<file path="src/rtl/sio_ate_gen.sv">
// ============================================================================
// sio_ate_gen : multi-channel framed serial (SIO) test-pattern generator.
// Optional even-parity cycle per frame: define SIO_ATE_PARITY_EN.
// Rev 1.0
// ============================================================================
`default_nettype none

module sio_ate_gen #(
  parameter int DATA_WIDTH   = 10,
  parameter int PREAMBLE_LEN = 20,
  parameter int NCHAN        = 1,
  parameter int CNT_WIDTH    = 16
) (
  input  logic                          SioClk,
  input  logic                          Reset,
  input  logic                          Start,
  input  logic                          Continuous,
  input  logic [NCHAN*DATA_WIDTH-1:0]   TestWord,
  output logic [NCHAN-1:0]              SioDat,
  output logic                          Busy,
  output logic                          FrameDone,
  output logic [CNT_WIDTH-1:0]          FrameCount
);

  localparam int MAXLEN = (PREAMBLE_LEN > DATA_WIDTH) ? PREAMBLE_LEN : DATA_WIDTH;
  localparam int CW     = (MAXLEN > 1) ? $clog2(MAXLEN) : 1;
  localparam logic [CW-1:0] PRE_LAST  = CW'(PREAMBLE_LEN - 1);
  localparam logic [CW-1:0] DATA_LAST = CW'(DATA_WIDTH - 1);

  typedef enum logic [2:0] {
    S_IDLE   = 3'd0,
    S_PRE    = 3'd1,
    S_START  = 3'd2,
`ifdef SIO_ATE_PARITY_EN
    S_DATA   = 3'd3,
    S_PARITY = 3'd4
`else
    S_DATA   = 3'd3
`endif
  } state_t;

  // The state register runs one edge ahead of the registered outputs: the
  // state held after an edge names the symbol presented at the next edge.
  state_t                               state_q;
  logic [CW-1:0]                        cnt_q;
  logic [NCHAN-1:0][DATA_WIDTH-1:0]     shift_q;

`ifdef SIO_ATE_PARITY_EN
  logic [NCHAN-1:0]                     par_q;
  logic [NCHAN-1:0]                     par_d;

  always_comb begin
    par_d = '0;
    for (int c = 0; c < NCHAN; c++) begin
      par_d[c] = ^TestWord[c*DATA_WIDTH +: DATA_WIDTH];
    end
  end
`endif

  always_ff @(posedge SioClk) begin
    if (Reset) begin
      state_q    <= S_IDLE;
      cnt_q      <= '0;
      shift_q    <= '0;
      SioDat     <= '0;
      Busy       <= 1'b0;
      FrameDone  <= 1'b0;
      FrameCount <= '0;
`ifdef SIO_ATE_PARITY_EN
      par_q      <= '0;
`endif
    end else begin
      FrameDone <= 1'b0;
      case (state_q)
        S_IDLE: begin
          SioDat <= '0;
          Busy   <= 1'b0;
          cnt_q  <= '0;
          if (Start || Continuous) begin
            state_q <= S_PRE;
          end
        end

        S_PRE: begin
          SioDat <= '0;
          Busy   <= 1'b1;
          if (cnt_q == PRE_LAST) begin
            cnt_q   <= '0;
            state_q <= S_START;
          end else begin
            cnt_q <= cnt_q + 1'b1;
          end
        end

        S_START: begin
          SioDat <= '1;
          Busy   <= 1'b1;
          cnt_q  <= '0;
          for (int c = 0; c < NCHAN; c++) begin
            shift_q[c] <= TestWord[c*DATA_WIDTH +: DATA_WIDTH];
          end
`ifdef SIO_ATE_PARITY_EN
          par_q <= par_d;
`endif
          state_q <= S_DATA;
        end

        S_DATA: begin
          Busy <= 1'b1;
          for (int c = 0; c < NCHAN; c++) begin
            SioDat[c]  <= shift_q[c][DATA_WIDTH-1];
            shift_q[c] <= shift_q[c] << 1;
          end
          if (cnt_q == DATA_LAST) begin
            cnt_q <= '0;
`ifdef SIO_ATE_PARITY_EN
            state_q <= S_PARITY;
`else
            FrameDone  <= 1'b1;
            FrameCount <= FrameCount + 1'b1;
            state_q    <= Continuous ? S_PRE : S_IDLE;
`endif
          end else begin
            cnt_q <= cnt_q + 1'b1;
          end
        end

`ifdef SIO_ATE_PARITY_EN
        S_PARITY: begin
          Busy       <= 1'b1;
          SioDat     <= par_q;
          FrameDone  <= 1'b1;
          FrameCount <= FrameCount + 1'b1;
          cnt_q      <= '0;
          state_q    <= Continuous ? S_PRE : S_IDLE;
        end
`endif

        default: begin
          SioDat  <= '0;
          Busy    <= 1'b0;
          cnt_q   <= '0;
          state_q <= S_IDLE;
        end
      endcase
    end
  end

endmodule

`default_nettype wire

</file>
<file path="config.mk">
export PLATFORM = sky130hd
export DESIGN_NAME = sio_ate_gen
export DESIGN_NICKNAME = d
export VERILOG_FILES = /design/src/rtl/sio_ate_gen.sv
export SDC_FILE = /design/constraint.sdc
export NUM_CORES = 1
export LEC_CHECK = 0
export ABC_CLOCK_PERIOD_IN_PS = 2800
export CORE_ASPECT_RATIO = 0.9
export CORE_MARGIN = 1
export CORE_UTILIZATION = 54
export DETAILED_ROUTE_END_ITERATION = 16
export GPL_TIMING_DRIVEN = 0
export PLACE_DENSITY_LB_ADDON = 0.3
export SLEW_MARGIN = 20
export SYNTH_ARGS = -nofsm -noshare
export SYNTH_HDL_FRONTEND = slang
export SYNTH_SLANG_ARGS = --single-unit
</file>
<file path="constraint.sdc">
create_clock -name SioClk -period 2.8 [get_ports SioClk]
set_input_delay 0.7 -clock SioClk [delete_from_list [all_inputs] [get_ports SioClk]]
set_output_delay 0.7 -clock SioClk [all_outputs]
set_load 0.03 [all_outputs]
</file>
; ---- After elaboration in Yosys (flattened, before gate mapping)
; Index checks and enable logic that the tools add are counted.
[op_classes]
n_addsub = 2
n_eq_ne = 8
n_mux = 12
bitwise = 1
reduce_logical = 7
[ops]
columns = op, count
row1 = $pmux 10 s2, 1
row2 = $add 16x1->16 const B, 1
row3 = $pmux 3 s4, 1
row4 = $mux 5, 2
row5 = $pmux 5 s2, 1
row6 = $mux 3, 3
row7 = $eq 3x2->1 const B, 2
row8 = $ne 2x2->1 const B, 3
row9 = $add 5x1->5 const B, 1
row10 = $eq 5x4->1 const B, 1
row11 = $eq 5x5->1 const B, 1
row12 = $eq 3x1->1 const B, 1
row13 = $logic_not 3->1, 1
row14 = $mux 1, 3
row15 = $reduce_and 3->1, 1
row16 = $reduce_or 3->1, 1
row17 = $pmux 1 s2, 1
row18 = $reduce_and 2->1, 1
row19 = $reduce_bool 2->1, 1
row20 = $reduce_or 2->1, 1
row21 = $logic_or 1x1->1, 1
row22 = $not 1->1, 1
[word_totals]
ff_bits = 37
inputBits = 14
out_inout_bits = 19

; ---- Longest topological paths before layout
; Gate-level depths: netlist (run 1).
[logic_depth]
word_depth = 3
depth_mapped = 7
ltp_nobuf = 6

; ---- Worst setup path after synthesis (run 1)
; Ideal clock, no wire load.
[synth_timing]
kind = reg2reg
start = reg FrameCount[4]
end = reg FrameCount[14]
setup_ns = 0.071
arrival_ns = 1.695
setup_slack_ns = 1.035
path_stages_with_launch = 6
cell_sequence = dfxtp_1 and4_4 nand4_4 buf_6 or4_1 a21oi_1
[synth_between]
elab_chain_cells = 1
[synth_lines]
columns = item, line
row1 = "start, declared", 22  ; output logic [CNT_WIDTH-1:0] FrameCount
row2 = "start signal, assigned", 120  ; FrameCount <= FrameCount + 1'b1;
row3 = $add 16x1->16, 120
; No other way between the ends.
; A chain may end at the register's enable or synchronous reset.

; ---- Worst setup path after layout (run 1)
[layout_timing]
start = reg FrameCount[7]
end = out FrameCount[7]
; No word-level cell between the ends.

==> run summary, run 1 <==
Global route
* 25.3% — total routing usage reported by global routing
* 1,371 — via count of the first global-routing pass
* 5.89 mm — wire length of the first global-routing pass
* 12 — pin count of the biggest net entering global routing
* 0 — antenna violations before repair
* 0 — total gr overflow

Critical path
* 790 ps — register-to-register path setup slack
* 1560 ps — arrival time at the worst endpoint
* FrameCount[7] — worst setup path startpoint
* state_q[0] — Critical R2R Launch
* reg2out — classification of the worst setup path
* sky130_fd_sc_hd__clkdlybuf4s50_1 — Critical Path Slowest Stage Cell
* 720 ps — Slowest Stage Delay on Critical Path
* buffers and inverters — CP top delay family
* clkdlybuf4s50_1 — crit-path cells
* output pin — critical path capture point type
* 1 — count of buffer and inverter cells on the critical path
* shift_q[4] — endpoint of the worst register-to-register path
* 2100 ps — critical path required time
* 5 — worst-path maximum fanout
* 1 — Critical Path Stages
* flop — Worst Setup Start Kind
* 6 — worst-case reg-to-reg path depth
* FrameCount[7] — capturing element of the worst setup path

Yosys
* 185 — cell count after synthesis
* 207 — total nets after synthesis
* 0 — number of enable flip-flop cells after synthesis
* 0% — async set or reset register ratio after synthesis
* 9.10 sq um — per-instance average area after synthesis
* sky130_fd_sc_hd__dfxtp_1 — predominant post-synthesis flop cell
* 31 — Synth cell types
* 36 — #FFs+latches synth
* 0 — number of warning messages in the yosys log
* 42.8% — sequential cell area fraction in the yosys report
* 1680 sq um — total standard cell area after synthesis

Clock network
* 5 — Inserted Clock Buffers
* 36 — total number of clock tree sinks
* 2 — number of buffers between clock root and the deepest sink
* 0 — Hold-fix buffers, CTS
* 360 ps — clock latency on the worst-skew pair
* 2 — depth of the CTS H-tree
* 0 — postcts setup bufs
* sky130_fd_sc_hd__clkbuf_4 — Root Buffer Master
* 120 ps — clk slew on worst S/H paths
* yes — TritonCTS clock tree
* 0 — CTS resizes

Floorplanning
* 55.0 microns — height of the die
* 60.9 microns — floorplan die width
* 33 — number of top-level pins
* 58.9% — initial core utilization
* 3350 sq um — area enclosed by the die boundary
* 2860 sq um — core box area
* 18 — Core Rows

Final layout
* 5.78% — share of cells above drive strength 1
* 2130 sq um — Non-Filler Cell Area, Final
* 0 — antenna cells
* 721 sq um — Storage cell area
* sky130_fd_sc_hd__nor2_1 (37), sky130_fd_sc_hd__dfxtp_1 (36), sky130_fd_sc_hd__clkdlybuf4s50_1 (32), sky130_fd_sc_hd__a21oi_1 (20), sky130_fd_sc_hd__mux2i_1 (11) — commonest cells after routing, fill and taps aside
* 26.5% — area overhead of the layout relative to synthesis
* 246 — NumNets Final
* 892 sq um — multi-input combinational cell area
* 223 — count of fill cells added during filler insertion
* sky130_fd_sc_hd__nor2_1 — most frequent standard cell in the layout excluding fill and tap cells

Placed design
* 2050 sq um — placed instance area
* 32 — quantity of I/O buffers inserted on ports
* 2.75 mm — Final HPWL DP
* 0.734 — routability cong.

Timing
* 2260 ps — final worst path period need
* 0 — max-slew violation count
* 56.5% — remaining max-slew budget at the tightest pin
* 0 — endpoints failing hold
* 0.443 GHz — Highest Clock Rate
* no — setup repair after global routing missed its margin
* 80.6% — Period Utilization, post-route
* 653 ps — transition at the pin with the smallest max-transition slack
* 0 — total setup violations reported at the end of the flow
* 21.5 ps — Worst Clk Skew
* 0 ps — setup tns final

Min path
* 1 — Worst Hold Depth
* reg2reg — worst min path class

Route
* 0 — Post-route DRC
* 1,477 — number of vias after detailed routing
* 0 — number of routed nets with antenna violations
* 5.57 — via count normalized by instance count
* 4 — 1st-pass router iterations
* 14.0 microns — detail-routed net length per standard cell
* 3.70 mm — drt total wl
* 43 — Iter 0 DRT Violations

Power and ir drop
* 1310 uW — Total Power
* 0.000769 uW — Static Leakage
* 685 uV — Max rail drop VDD
* 617 nW/um^2 — Cell Pwr Density

Status
* finished clean — status

Run
* 0 — number of max-cap violations

[cell usage after synthesis, types with 2 or more instances]
library cell | number | share of area, %
sky130_fd_sc_hd__nand4_4 | 2 | 2.5
sky130_fd_sc_hd__o31ai_1 | 4 | 1.8
sky130_fd_sc_hd__xor2_1 | 6 | 3.1
sky130_fd_sc_hd__a211oi_1 | 2 | 0.89
sky130_fd_sc_hd__nand4bb_1 | 2 | 1.3
sky130_fd_sc_hd__dfxtp_1 | 36 | 43
sky130_fd_sc_hd__o21ai_0 | 4 | 1.2
sky130_fd_sc_hd__ha_1 | 8 | 5.9
sky130_fd_sc_hd__buf_1 | 2 | 0.45
sky130_fd_sc_hd__nand2_1 | 5 | 1.1
sky130_fd_sc_hd__nor3_1 | 2 | 0.59
sky130_fd_sc_hd__mux2i_1 | 11 | 6.5
sky130_fd_sc_hd__or3_1 | 5 | 1.9
sky130_fd_sc_hd__nor2_1 | 37 | 8.2
sky130_fd_sc_hd__or4_1 | 4 | 1.8
sky130_fd_sc_hd__xnor2_1 | 3 | 1.6
sky130_fd_sc_hd__nand3_1 | 7 | 2.1
sky130_fd_sc_hd__buf_6 | 2 | 1.3
sky130_fd_sc_hd__a21oi_1 | 20 | 5.9
sky130_fd_sc_hd__clkbuf_1 | 5 | 1.1
sky130_fd_sc_hd__nand4_1 | 3 | 1.1
sky130_fd_sc_hd__inv_1 | 6 | 1.3
[kinds of logic (layout without fill, tap and decap cells)]
family | Yosys count | in the layout | share of synthesized area [%]
muxes | 11 | 11 | 6.54
adders and majority gates | 8 | 8 | 5.94
DFF | 36 | 36 | 42.8
xor gates and xnor gates | 9 | 9 | 4.68
AOI/OAI and AO/OA | 33 | 33 | 11.4
buffers and inverters | 15 | 55 | 4.23
and+or+nand+nor | 73 | 73 | 24.4
[power breakdown]
| group | total (uW) | internal [uW] | switching, uW |
|---|---|---|---|
| Sequential | 594 | 561 | 32.9 |
| Clock | 360 | 187 | 173 |
| Combinational | 361 | 155 | 206 |
| Total | 1310 | 903 | 412 |
[routing by layer]
metal / track usage (%) / share of wire, %
met4: 12.1 / 2.4
met1: 26.1 / 41
met2: 46.7 / 53
met3: 7.91 / 4.2
met5: 0 / 0
[worst min-delay path by stage]
| stage | from | endpoint | slack [ps] |
|---|---|---|---|
| after floorplan | cnt_q[0] | cnt_q[0] | 430 |
| after detailed placement | cnt_q[0] | cnt_q[0] | 460 |
| final | cnt_q[0] | cnt_q[0] | 480 |
| after global routing | cnt_q[0] | cnt_q[0] | 490 |
| after CTS | cnt_q[0] | cnt_q[0] | 490 |
| after global placement | cnt_q[0] | cnt_q[0] | 450 |
[sequential cells by signal, summed over array words and instances (netlist names)]
name	count
FrameDone	1
Busy	1
shift_q	10
SioDat	1
FrameCount	16
cnt_q	5
state_q	2
[metrics by stage]
step                util (%)  worst slack [ps]  instances  hold WS (ps)
global placement        71.8               754        257           445
floorplan                  -              1030        185           433
finish                  74.5               544        265           480
global route            74.5               463        265           494
CTS                     74.5               518        265           486
detailed placement      71.8               654        257           463
[area by class of cell]
| class | instances | share of cell area [%] |
|---|---|---|
| Timing Repair Buffer | 32 | 15.0 |
| Clock inverter | 2 | 1.64 |
| Sequential cell | 36 | 33.8 |
| Tap cell | 40 | 2.35 |
| Clock buffer | 6 | 1.94 |
| Multi-Input combinational cell | 134 | 41.9 |
| Buffer | 9 | 2.29 |
| Inverter | 6 | 1.06 |
Note: power is estimated with default switching activity, not from simulation.
==> inputs of run 2 (changes only) <==
--- a/config.mk
+++ b/config.mk
@@ -5,10 +5,10 @@
 export SDC_FILE = /design/constraint.sdc
 export NUM_CORES = 1
 export LEC_CHECK = 0
-export ABC_CLOCK_PERIOD_IN_PS = 2800
+export ABC_CLOCK_PERIOD_IN_PS = 2150
 export CORE_ASPECT_RATIO = 0.9
 export CORE_MARGIN = 1
-export CORE_UTILIZATION = 54
+export CORE_UTILIZATION = 51
 export DETAILED_ROUTE_END_ITERATION = 16
 export GPL_TIMING_DRIVEN = 0
 export PLACE_DENSITY_LB_ADDON = 0.3
==> constraint.sdc (replaced) <==
create_clock -name SioClk -period 2.15 [get_ports SioClk]
set_input_delay 0.5375 -clock SioClk [delete_from_list [all_inputs] [get_ports SioClk]]
set_output_delay 0.5375 -clock SioClk [all_outputs]
set_load 0.03 [all_outputs]
==> run summary, run 2 (synthesis gave the netlist of run 1 again) <==
Timing
* 655 ps — transition at the pin with the smallest max-transition slack, +1.94 ps
* 0 — max-slew violation count, unchanged
* no — setup repair after global routing missed its margin
* 0 — endpoints failing hold, unchanged
* 7.68 ps — Worst Clk Skew, -13.8 ps
* 0.478 GHz — Highest Clock Rate
* 0 — total setup violations reported at the end of the flow, unchanged
* 97.3% — Period Utilization, post-route
* 0 ps — setup tns final, unchanged
* 57.1 ps — final worst slack, -486 ps
* 56.3% — remaining max-slew budget at the tightest pin, -0.13 points
* 2090 ps — final worst path period need

Final layout
* sky130_fd_sc_hd__nor2_1 (37), sky130_fd_sc_hd__dfxtp_1 (36), sky130_fd_sc_hd__clkdlybuf4s50_1 (32), sky130_fd_sc_hd__a21oi_1 (20), sky130_fd_sc_hd__mux2i_1 (11) — commonest cells after routing, fill and taps aside
* 245 — count of fill cells added during filler insertion, +9.9%
* 26.0% — area overhead of the layout relative to synthesis
* 16 — Largest register FFs, unchanged
* FrameCount x16, shift_q x10, cnt_q x5 — largest registers in the final layout
* 246 — NumNets Final, unchanged
* FrameCount — Most flops, register
* 0 — antenna cells, unchanged
* sky130_fd_sc_hd__nor2_1 — most frequent standard cell in the layout excluding fill and tap cells
* 5.80% — share of cells above drive strength 1, +0.026 points

Global route
* 0 — total gr overflow, unchanged
* 5.99 mm — wire length of the first global-routing pass, +1.6%
* 0 — antenna violations before repair, unchanged
* 11 — pin count of the biggest net entering global routing, -1
* 22.1% — total routing usage reported by global routing, -3.1 points
* 1,413 — via count of the first global-routing pass, +3.1%

Critical path
* flop — Worst Setup Start Kind
* 1610 ps — critical path required time, -490 ps
* FrameCount[7] — worst setup path startpoint
* state_q[0] — Critical R2R Launch
* sky130_fd_sc_hd__clkdlybuf4s50_1 — Critical Path Slowest Stage Cell
* 1560 ps — arrival time at the worst endpoint, about the same
* buffers and inverters — CP top delay family
* 720 ps — Slowest Stage Delay on Critical Path, about the same
* output pin — critical path capture point type
* 5 — worst-path maximum fanout, unchanged
* reg2out — classification of the worst setup path
* clkdlybuf4s50_1 — crit-path cells
* 1 — count of buffer and inverter cells on the critical path, unchanged

Clock network
* 100 ps — clk slew on worst S/H paths, -20 ps
* 2 — number of buffers between clock root and the deepest sink, unchanged
* 0 — Hold-fix buffers, CTS, unchanged
* 2 — depth of the CTS H-tree, unchanged
* yes — TritonCTS clock tree
* 0 — CTS resizes, unchanged
* 0 — postcts setup bufs, unchanged
* 340 ps — clock latency on the worst-skew pair, -20 ps
* 5 — Inserted Clock Buffers, unchanged
* sky130_fd_sc_hd__clkbuf_4 — Root Buffer Master
* 36 — total number of clock tree sinks, unchanged

Floorplanning
* 54.5% — initial core utilization, -4.4 points
* 3090 sq um — core box area, +8.0%
* 56.5 microns — height of the die, +2.8%
* 19 — Core Rows, +1
* 62.6 microns — floorplan die width, +2.8%
* 33 — number of top-level pins, unchanged
* 3540 sq um — area enclosed by the die boundary, +5.7%

Route
* 120 — Iter 0 DRT Violations, +180%
* 13.8 microns — detail-routed net length per standard cell, -1.1%
* 3.67 mm — drt total wl, -0.73%
* 1,489 — number of vias after detailed routing, +0.81%
* 0 — Post-route DRC, unchanged
* 4 — 1st-pass router iterations, unchanged
* 5.60 — via count normalized by instance count, +0.43%
* 0 — number of routed nets with antenna violations, unchanged

Run
* 0 — number of max-cap violations, unchanged

Min path
* FrameCount[15] — Worst Hold Launch
* reg2reg — worst min path class

Status
* finished clean — status

Power and ir drop
* 521 uW — switching power, +27%
* 28.1% — part of the power in combinational logic, +0.6 points
* 24.7% — clock power share, -2.7 points
* 0.000765 uW — Static Leakage, -0.63%
* 658 uV — Max rail drop VDD, -3.9%
* 47.2% — Sequential Power Share, +2.0 points
* 1120 uW — Int Power, +24%
* 771 nW/um^2 — Cell Pwr Density, +25%
* 31.8% — fraction of power spent switching nets, +0.51 points

Placed design
* 2.73 mm — Final HPWL DP, -0.68%
* 0.734 — routability cong., about the same
* 195 ps — setup slack after placement, -459 ps
* 32 — quantity of I/O buffers inserted on ports, unchanged

==> run 2: metal layers <==
layer | global-route usage, % | part of all wire (%) | vias to the layer above
met5 | 0 | 0 | -
met4 | 10.3 | 1.0 | 0
met3 | 5.08 | 5.1 | 5
met2 | 41.5 | 52 | 49
met1 | 23.3 | 42 | 708
li1 | - | - | 727
==> run 2: layout make-up <==
class / count / area [sq um] / area share (%)
Multi-Input combinational cell: 134 / 892 / 42.0
Sequential cell: 36 / 721 / 34.0
Timing Repair Buffer: 32 / 320 / 15.1
Clock buffer: 7 / 65.1 / 3.07
Tap cell: 42 / 52.6 / 2.48
Buffer: 9 / 48.8 / 2.30
Inverter: 6 / 22.5 / 1.06
==> run 2: through the flow <==
step                power [uW]  cell area (sq um)  hold slack (ps)  std cells  utilization [%]
floorplan                 1120               1680              433        185                -
global placement          1200               2060              445        259             66.6
detailed placement        1240               2060              472        259             66.6
CTS                       1630               2120              494        266             68.7
global route              1720               2120              509        266             68.7
finish                    1640               2120              492        266             68.7
==> run 2: path summary, 6_finish.rpt <==
path / cells after the start / end / slack, ps
min reg2reg: 2 / FrameCount[15] / 490
max reg2reg: 6 / shift_q[4] / 210
min: 2 / FrameCount[15] / 490
max: 1 / FrameCount[7] / 60
==> run 2: power groups by stage <==
stage	sequential (uW)	clock [uW]	combinational, uW
2_1_floorplan	796	0	319
3_3_place_gp	781	0	423
3_5_place_dp	786	0	455
4_1_cts	771	405	457
5_1_grt	780	435	506
6_report	772	404	460
